### src/rtl/spi_tx_frame_feeder.sv
// Upstream feeder for spi_master_v2. It buffers host TX bytes in a show-ahead FIFO
// and releases a frame to the master only once every byte of that frame is buffered.
module spi_tx_frame_feeder #(
    parameter int DEPTH = 16,
    parameter int AW    = 4
) (
    input  logic          clk,
    input  logic          rst_n,
    input  logic          wr_en,
    input  logic [7:0]    wr_data,
    output logic          full,
    output logic          empty,
    output logic [AW:0]   level,
    input  logic          cmd_valid,
    input  logic [3:0]    cmd_len,
    input  logic [1:0]    cmd_cs,
    output logic          cmd_ready,
    output logic          spi_start,
    output logic [7:0]    spi_data_in,
    output logic [3:0]    spi_data_len,
    output logic [1:0]    spi_cs_sel,
    input  logic          spi_busy,
    input  logic          spi_done,
    input  logic          spi_byte_load,
    output logic          frame_done,
    output logic          ovf_err,
    output logic          unf_err
);

    typedef enum logic [1:0] {
        IDLE,
        WAIT_DATA,
        START,
        RUN
    } state_t;

    state_t        state, state_nxt;

    logic [7:0]    mem [DEPTH];
    logic [AW-1:0] wr_ptr, rd_ptr;
    logic [AW:0]   level_eff;
    logic          push, pop;

    logic [3:0]    remaining, remaining_nxt;
    logic          latch_cmd;
    logic          frame_done_nxt;
    logic          unf_set;

    // ------------------------------------------------------------------
    // Byte FIFO
    // ------------------------------------------------------------------
    assign full      = (level == (AW+1)'(DEPTH));
    assign empty     = (level == '0);
    assign push      = wr_en && !full;
    // A byte written this cycle already counts towards the frame being waited on.
    assign level_eff = level + (AW+1)'(push);

    // NOTE: the storage array has no reset; pointers and level alone decide which
    // entries are valid, so clearing the array would only cost a reset fan-out.
    always_ff @(posedge clk) begin
        if (push) begin
            mem[wr_ptr] <= wr_data;
        end
    end

    // NOTE: non-blocking assignments, so every register here sees pre-edge values
    // regardless of the order the statements are written in.
    always_ff @(posedge clk or negedge rst_n) begin
        if (!rst_n) begin
            wr_ptr  <= '0;
            rd_ptr  <= '0;
            level   <= '0;
            ovf_err <= 1'b0;
        end else begin
            if (push) begin
                wr_ptr <= wr_ptr + 1'b1;
            end
            if (pop) begin
                rd_ptr <= rd_ptr + 1'b1;
            end
            unique case ({push, pop})
                2'b10:   level <= level + 1'b1;
                2'b01:   level <= level - 1'b1;
                default: level <= level;
            endcase
            if (wr_en && full) begin
                ovf_err <= 1'b1;
            end
        end
    end

    // Show-ahead head byte, only visible to the master while a frame is live.
    assign spi_data_in = (state == START || state == RUN) ? mem[rd_ptr] : 8'h00;

    // ------------------------------------------------------------------
    // Frame sequencer
    // ------------------------------------------------------------------
    always_ff @(posedge clk or negedge rst_n) begin
        if (!rst_n) begin
            state        <= IDLE;
            remaining    <= '0;
            spi_data_len <= '0;
            spi_cs_sel   <= '0;
            frame_done   <= 1'b0;
            unf_err      <= 1'b0;
        end else begin
            state      <= state_nxt;
            remaining  <= remaining_nxt;
            frame_done <= frame_done_nxt;
            if (latch_cmd) begin
                spi_data_len <= cmd_len;
                spi_cs_sel   <= cmd_cs;
            end
            if (unf_set) begin
                unf_err <= 1'b1;
            end
        end
    end

    // NOTE: every signal driven here gets a default first, so no path through the
    // case statement can leave one unassigned and infer a latch.
    always_comb begin
        state_nxt      = state;
        remaining_nxt  = remaining;
        pop            = 1'b0;
        latch_cmd      = 1'b0;
        frame_done_nxt = 1'b0;
        unf_set        = 1'b0;
        cmd_ready      = 1'b0;
        spi_start      = 1'b0;

        unique case (state)
            IDLE: begin
                cmd_ready = 1'b1;
                if (cmd_valid) begin
                    latch_cmd = 1'b1;
                    if (cmd_len == 4'd0) begin
                        frame_done_nxt = 1'b1;
                    end else begin
                        state_nxt = WAIT_DATA;
                    end
                end
            end

            WAIT_DATA: begin
                if (level_eff >= (AW+1)'(spi_data_len) && !spi_busy) begin
                    state_nxt = START;
                end
            end

            START: begin
                spi_start     = 1'b1;
                pop           = !empty;
                remaining_nxt = spi_data_len - 4'd1;
                state_nxt     = RUN;
            end

            RUN: begin
                // A load coinciding with done is still honoured before leaving.
                if (spi_byte_load) begin
                    if (remaining != 4'd0) begin
                        pop           = !empty;
                        remaining_nxt = remaining - 4'd1;
                    end else begin
                        unf_set = 1'b1;
                    end
                end
                if (spi_done) begin
                    frame_done_nxt = 1'b1;
                    state_nxt      = IDLE;
                end
            end

            default: begin
                state_nxt = IDLE;
            end
        endcase
    end

endmodule
### config.mk
export PLATFORM = sky130hd
export DESIGN_NAME = spi_tx_frame_feeder
export DESIGN_NICKNAME = d
export VERILOG_FILES = /design/src/rtl/spi_tx_frame_feeder.sv
export SDC_FILE = /design/constraint.sdc
export NUM_CORES = 1
export LEC_CHECK = 0
export ABC_AREA = 1
export CORE_MARGIN = 2
export CORE_UTILIZATION = 59
export DETAILED_ROUTE_END_ITERATION = 16
export GPL_TIMING_DRIVEN = 0
export PLACE_DENSITY = 0.81
export SLEW_MARGIN = 10
export SYNTH_ARGS = -nofsm -noshare
export SYNTH_HDL_FRONTEND = slang
export SYNTH_SLANG_ARGS = --single-unit
export TNS_END_PERCENT = 1
### constraint.sdc
create_clock -name clk -period 3.45 [get_ports clk]
set_clock_uncertainty 0.1 [all_clocks]
set_input_delay 0.69 -clock clk [delete_from_list [all_inputs] [get_ports clk]]
set_output_delay 0.69 -clock clk [all_outputs]
set_load 0.05 [all_outputs]
After elaboration in Yosys (flattened, before gate mapping). Memories as Yosys holds them, arrays and structs flattened. Index checks and enable logic that the tools add are counted.

Bits in registers: 28. RAM bits: 128. Input port bits: 21. Output and inout bits: 26. Logic and storage cells: 72. Memories kept: 1.

$add $sub $neg: 7. Magnitude comparators: 1. Equal/unequal tests: 12. Mux-type cells: 26. Reductions and logical operators: 15.

Memories: mem (words 16, width 8, rd ports 1, clocked after memory_dff 0, wr ports 1, RTL line 39) `logic [7:0] mem [DEPTH];`.

Operators with widths (number): $mux 1 (14); $ne 2x2->1 const B (5); $pmux 5 s2 (1); $add 4x1->4 const B (2); $mux 2 (4); $mux 4 (2); $mux 8 (1); $pmux 2 s4 (1); $pmux 4 s2 (1); $sub 4x1->4 const B (2); $eq 2x2->1 const B (3); $add 5x1->5 (1); $add 5x1->5 const B (1); $eq 5x5->1 const B (1); $ge 5x4->1 (1); $logic_not 5->1 (1); $sub 5x1->5 const B (1); $eq 2x1->1 const B (2); $logic_not 4->1 (1); $pmux 1 s2 (2); $reduce_and 4->1 (1); $reduce_bool 2->1 (2); $reduce_bool 4->1 (1); $logic_and 1x1->1 (3); other kinds (5) (7).

Longest topological paths before layout.
Depth after elaboration: 8. Depth in mapped cells: 20. Gate-level depth less buffers: 20.

Worst setup path before layout. Ideal clock, no wire load.

Path kind: register to register. Start point: register level[1]. End point: register state[0]. Library setup time: 0.117 ns. Arrival time: 2.556 ns. Required time: 3.233 ns. Slack: 0.678 ns. Stages on the path, launching flop included: 18. Buffers on the path: 0. Clock period less this slack: 2.772 ns. Path through: dfrtp_1 nor4_4 nand2_1 nand2_2 inv_2 ha_1 ha_1 xor2_1 ha_1 nand2_1 nand2_1 nand2_1 nand2_1 nand2_1 nand2_1 nand2_1 nand2_1 nand2_1.

Word-level cells in the longest chain between the ends: 8.

Ends and longest elaborated chain: from (decl) (RTL line 13) `output logic [AW:0] level,`; from (signal assigned) (RTL line 82) `2'b10: level <= level + 1'b1;`; from (signal assigned) (RTL line 83) `2'b01: level <= level - 1'b1;`; from (signal assigned) (RTL line 84) `default: level <= level;`; $eq 5x5->1 (RTL line 52) `assign full = (level == (AW+1)'(DEPTH));`; $logic_not 1->1 (RTL line 54) `assign push = wr_en && !full;`; $logic_and 1x1->1 (RTL line 54); via push (RTL line 42) `logic push, pop;`; $add 5x1->5 (RTL line 56) `assign level_eff = level + (AW+1)'(push);`; $ge 5x4->1 (RTL line 146) `if (level_eff >= (AW+1)'(spi_data_len) && !spi_busy) begin`; $logic_and 1x1->1 (RTL line 146); $ne 2x2->1 (no line); $reduce_and 4->1 (no line); to (signal assigned) (RTL line 107) `state <= state_nxt;`; to (decl) (RTL line 37) `state_t state, state_nxt;`.

The timed path passes the listed nets, and every way through them passes these cells. A chain may end at the register's enable or synchronous reset.

Final worst setup path.
Start point: register rd_ptr[1]. End point: output spi_data_in[0].

Word-level cells in the longest chain between the ends: 2.

Ends and longest elaborated chain: from (decl) (RTL line 40) `logic [AW-1:0] wr_ptr, rd_ptr;`; from (signal assigned) (RTL line 79) `rd_ptr <= rd_ptr + 1'b1;`; $mem_v2 16x8; $mux 8 (RTL line 93) `assign spi_data_in = (state == START || state == RUN) ? mem[rd_ptr] : 8'h00;`; to (decl) (RTL line 19) `output logic [7:0] spi_data_in,`.

Every way passes these cells.

==> run_results.csv <==
group,metric,value,unit
critical_path,crit_path_start,"rd_ptr[1]$_DFFE_PN0P_",
detailed_routing,finalWirelength,16500,um
detailed_routing,wl_per_cell,20.3,um
floorplan,die_area,0.0125,mm2
clock_network,cts_root_buffer,"clkbuf_16",
finish,antenna_cells,0,
detailed_routing,drc_errors,0,
global_route,overflow,0,
yosys,syn_nets,634,
finish,stdcell_count,813,
yosys,syn_area_per_cell,11.6,um2
clock_network,cts_tree,"built",
clock_network,numCtsBuffers,17,
run,cap_viol_max_count,0,
critical_path,cp_data_required_time,2.66,ns
sta,setup_violations,3,
yosys,netlist_instances,592,
yosys,ys_ff_latch,156,
pwr,p_leak,2.99,nW
sta,hold_viol_final,0,
global_route,grt.total_usage,27.6,%
sta,tightest_slew,0.974,ns
sta,holdWs,0.193,ns
pwr,peakVddDrop,0.701,mV
finish,syn_to_final_growth,16.7,%
critical_path,cp_max_fo,10,
place,place_inst,781,
critical_path,cp_data_arrival_time,2.70,ns
detailed_routing,viasPerCell,6.08,
finish,nets,699,
critical_path,worstReg2RegStart,"level[1]$_DFFE_PN0P_",
critical_path,critPathCaptureType,"primary output",
clock_network,clk_pin_slew_worst_paths,0.06,ns
detailed_routing,dr.pass1.iters,6,
floorplan,fp.dieW,112,um
floorplan,fp.dieH,112,um
floorplan,num_rows,39,
floorplan,core,0.0114,mm2
global_route,grt_pass1_wl,25800,um
outcome,status,"finished with violations",
sta,finalCriticalPeriod,3.49,ns
sta,layout_setup_ws,-0.0420,ns
global_route,antenna_found_initial,0,
worst_hold_path,min_path_type,"input port to async pin",
pwr,power_density,965,mW/mm2
yosys,seq_area_frac_synth,66.2,%
clock_network,htree_levels,4,
sta,max_freq,286,MHz
floorplan,ios,47,
detailed_routing,dr_total_vias,4942,
place,pre_cts_ws,0.0814,ns
clock_network,cts.hold.buffers_added,0,
global_route,grt_max_degree,29,
outcome,violations,"setup timing",
yosys,yosysUniqueCellTypes,32,
place,post-dp-hpwl,10800,um
finish,layout-drive-gt1-share,9.55,%
yosys,ys_warn_count,0,
critical_path,critPathKind,"flop to primary output",
yosys,syn_area,0.00687,mm2
clock_network,cts_setup_buffers,0,
global_route,grt_pass1_vias,4901,
detailed_routing,drtIter0Drc,773,
place,portBuffers,46,
floorplan,initial_utilization,60.4,%
place,place_congestion,0.860,
sta,slew_headroom,34.8,%
sta,slew_violations,0,
sta,period_share,101,%
clock_network,ctsLongestPathBuffers,2,
detailed_routing,ant_nets,0,
sta,rsz0062_at_grt,"true",
critical_path,startpoint_type,"flop",
clock_network,clkSinkCount,156,
clock_network,clk_latency,0.42,ns
==> routing by layer <==
layer | global-route usage (%) | vias up | routed length [um]
met5 | 0 | - | 0
met3 | 5.77 | 51 | 1550
met2 | 44.3 | 312 | 8090
met4 | 12.9 | 0 | 598
li1 | - | 2213 | -
met1 | 36.4 | 2366 | 6290
==> cell families after synthesis <==
group,share of synthesized area (%)
fa+ha+maj,3.94
mux,0.328
xor+xnor,1.66
buf+inv,5.16
simple gates,10.8
compound gates,12.0
flops,66.2
==> registers in the layout, summed over array words and instances, names as in the netlist <==
signal,count
frame_done,1
level,5
mem,128
ovf_err,1
rd_ptr,4
remaining,4
spi_cs_sel,2
spi_data_len,4
state,2
unf_err,1
wr_ptr,4
==> cells in the final DEF, fill, tap and decap left out, types with 4 or more instances in the layout <==
cell and instances:
buf_2 8, o221ai_1 7, a21oi_1 17, nand3_1 14, o21ai_0 76, clkbuf_1 14
buf_6 8, clkbuf_2 4, ha_1 20, clkbuf_16 17, nand2_1 52, clkdlybuf4s15_2 5
clkinv_4 4, o21ai_1 17, nor2_1 111, clkdlybuf4s50_1 37, edfxtp_1 128, xor2_1 11
o211ai_1 25, inv_1 39, dfrtp_1 28
==> worst max-delay path, cell delays in order (launching register included) <==
cell	delay [ns]
dfrtp_1	0.37
buf_6	0.15
clkbuf_1	0.41
o21ai_0	0.20
o211ai_1	0.29
nand3_1	0.23
a21oi_1	0.23
clkdlybuf4s15_2	0.39
==> final timing paths <==
kind	depth (start not counted)	end	slack (ns)
worst max register to register	18	state[0]$_DFFE_PN0P_	0.57
worst max-delay path	7	spi_data_in[0]	-0.04
worst min-delay path	1	spi_cs_sel[1]$_DFFE_PN0P_	0.19
min in group clk	1	ovf_err$_DFFE_PN0P_	0.39
max in group asynchronous	1	frame_done$_DFF_PN0_	2.62
worst min register to register	1	ovf_err$_DFFE_PN0P_	0.39
==> cell usage after synthesis (all sizes together) <==
| cell type | n | area [um2] |
|---|---|---|
| inv | 42 | 160 |
| dfrtp | 28 | 701 |
| o21a | 1 | 7.51 |
| nand2 | 54 | 213 |
| nor4 | 1 | 21.3 |
| a31o | 1 | 8.76 |
| a21oi | 17 | 85.1 |
| nand4 | 2 | 12.5 |
| xnor2 | 2 | 17.5 |
| mux2 | 2 | 22.5 |
| o211ai | 25 | 188 |
| clkinv | 2 | 12.5 |
| edfxtp | 128 | 3840 |
| fa | 1 | 20.0 |
| nand3 | 14 | 70.1 |
| ha | 20 | 250 |
| xor2 | 11 | 96.3 |
| clkbuf | 11 | 41.3 |
| o21ai | 93 | 465 |
| buf | 17 | 140 |
| or2 | 1 | 6.26 |
| nor2 | 111 | 417 |
| o21bai | 1 | 7.51 |
| o221ai | 7 | 61.3 |
==> report_power, final <==
part           internal, mW  switching (mW)  leakage [nW]
sequential             2.36           0.198          1.49
combinational          1.11            2.43          1.25
clock                 0.916           0.719         0.246
==> what timing repair did <==
action	4_1_cts	5_1_grt
endpoints found under the setup margin	8	7
gates resized for setup	19	6
pin swaps	0	0
==> metrics by stage <==
step	instance area [um2]	TNS, ns	power (mW)	utilization [%]
5_1_grt	8010	-0.127	8.14	70.5
4_1_cts	8020	0	7.68	70.5
3_5_place_dp	7500	0	6.06	66.0
2_1_floorplan	6870	0	4.95	-
3_3_place_gp	7510	0	5.93	66.0
6_report	8010	-0.0505	7.74	70.5
==> final cells by class <==
class	count	area, um2
clock inverters	10	68.8
fillers	751	3360
flip-flops and latches	156	4540
clock buffers	22	444
repair buffers	46	450
well taps	143	179
inverters	44	173
multi-input cells	364	1970
plain buffers	28	184
Power figures use the tool's default switching activity.
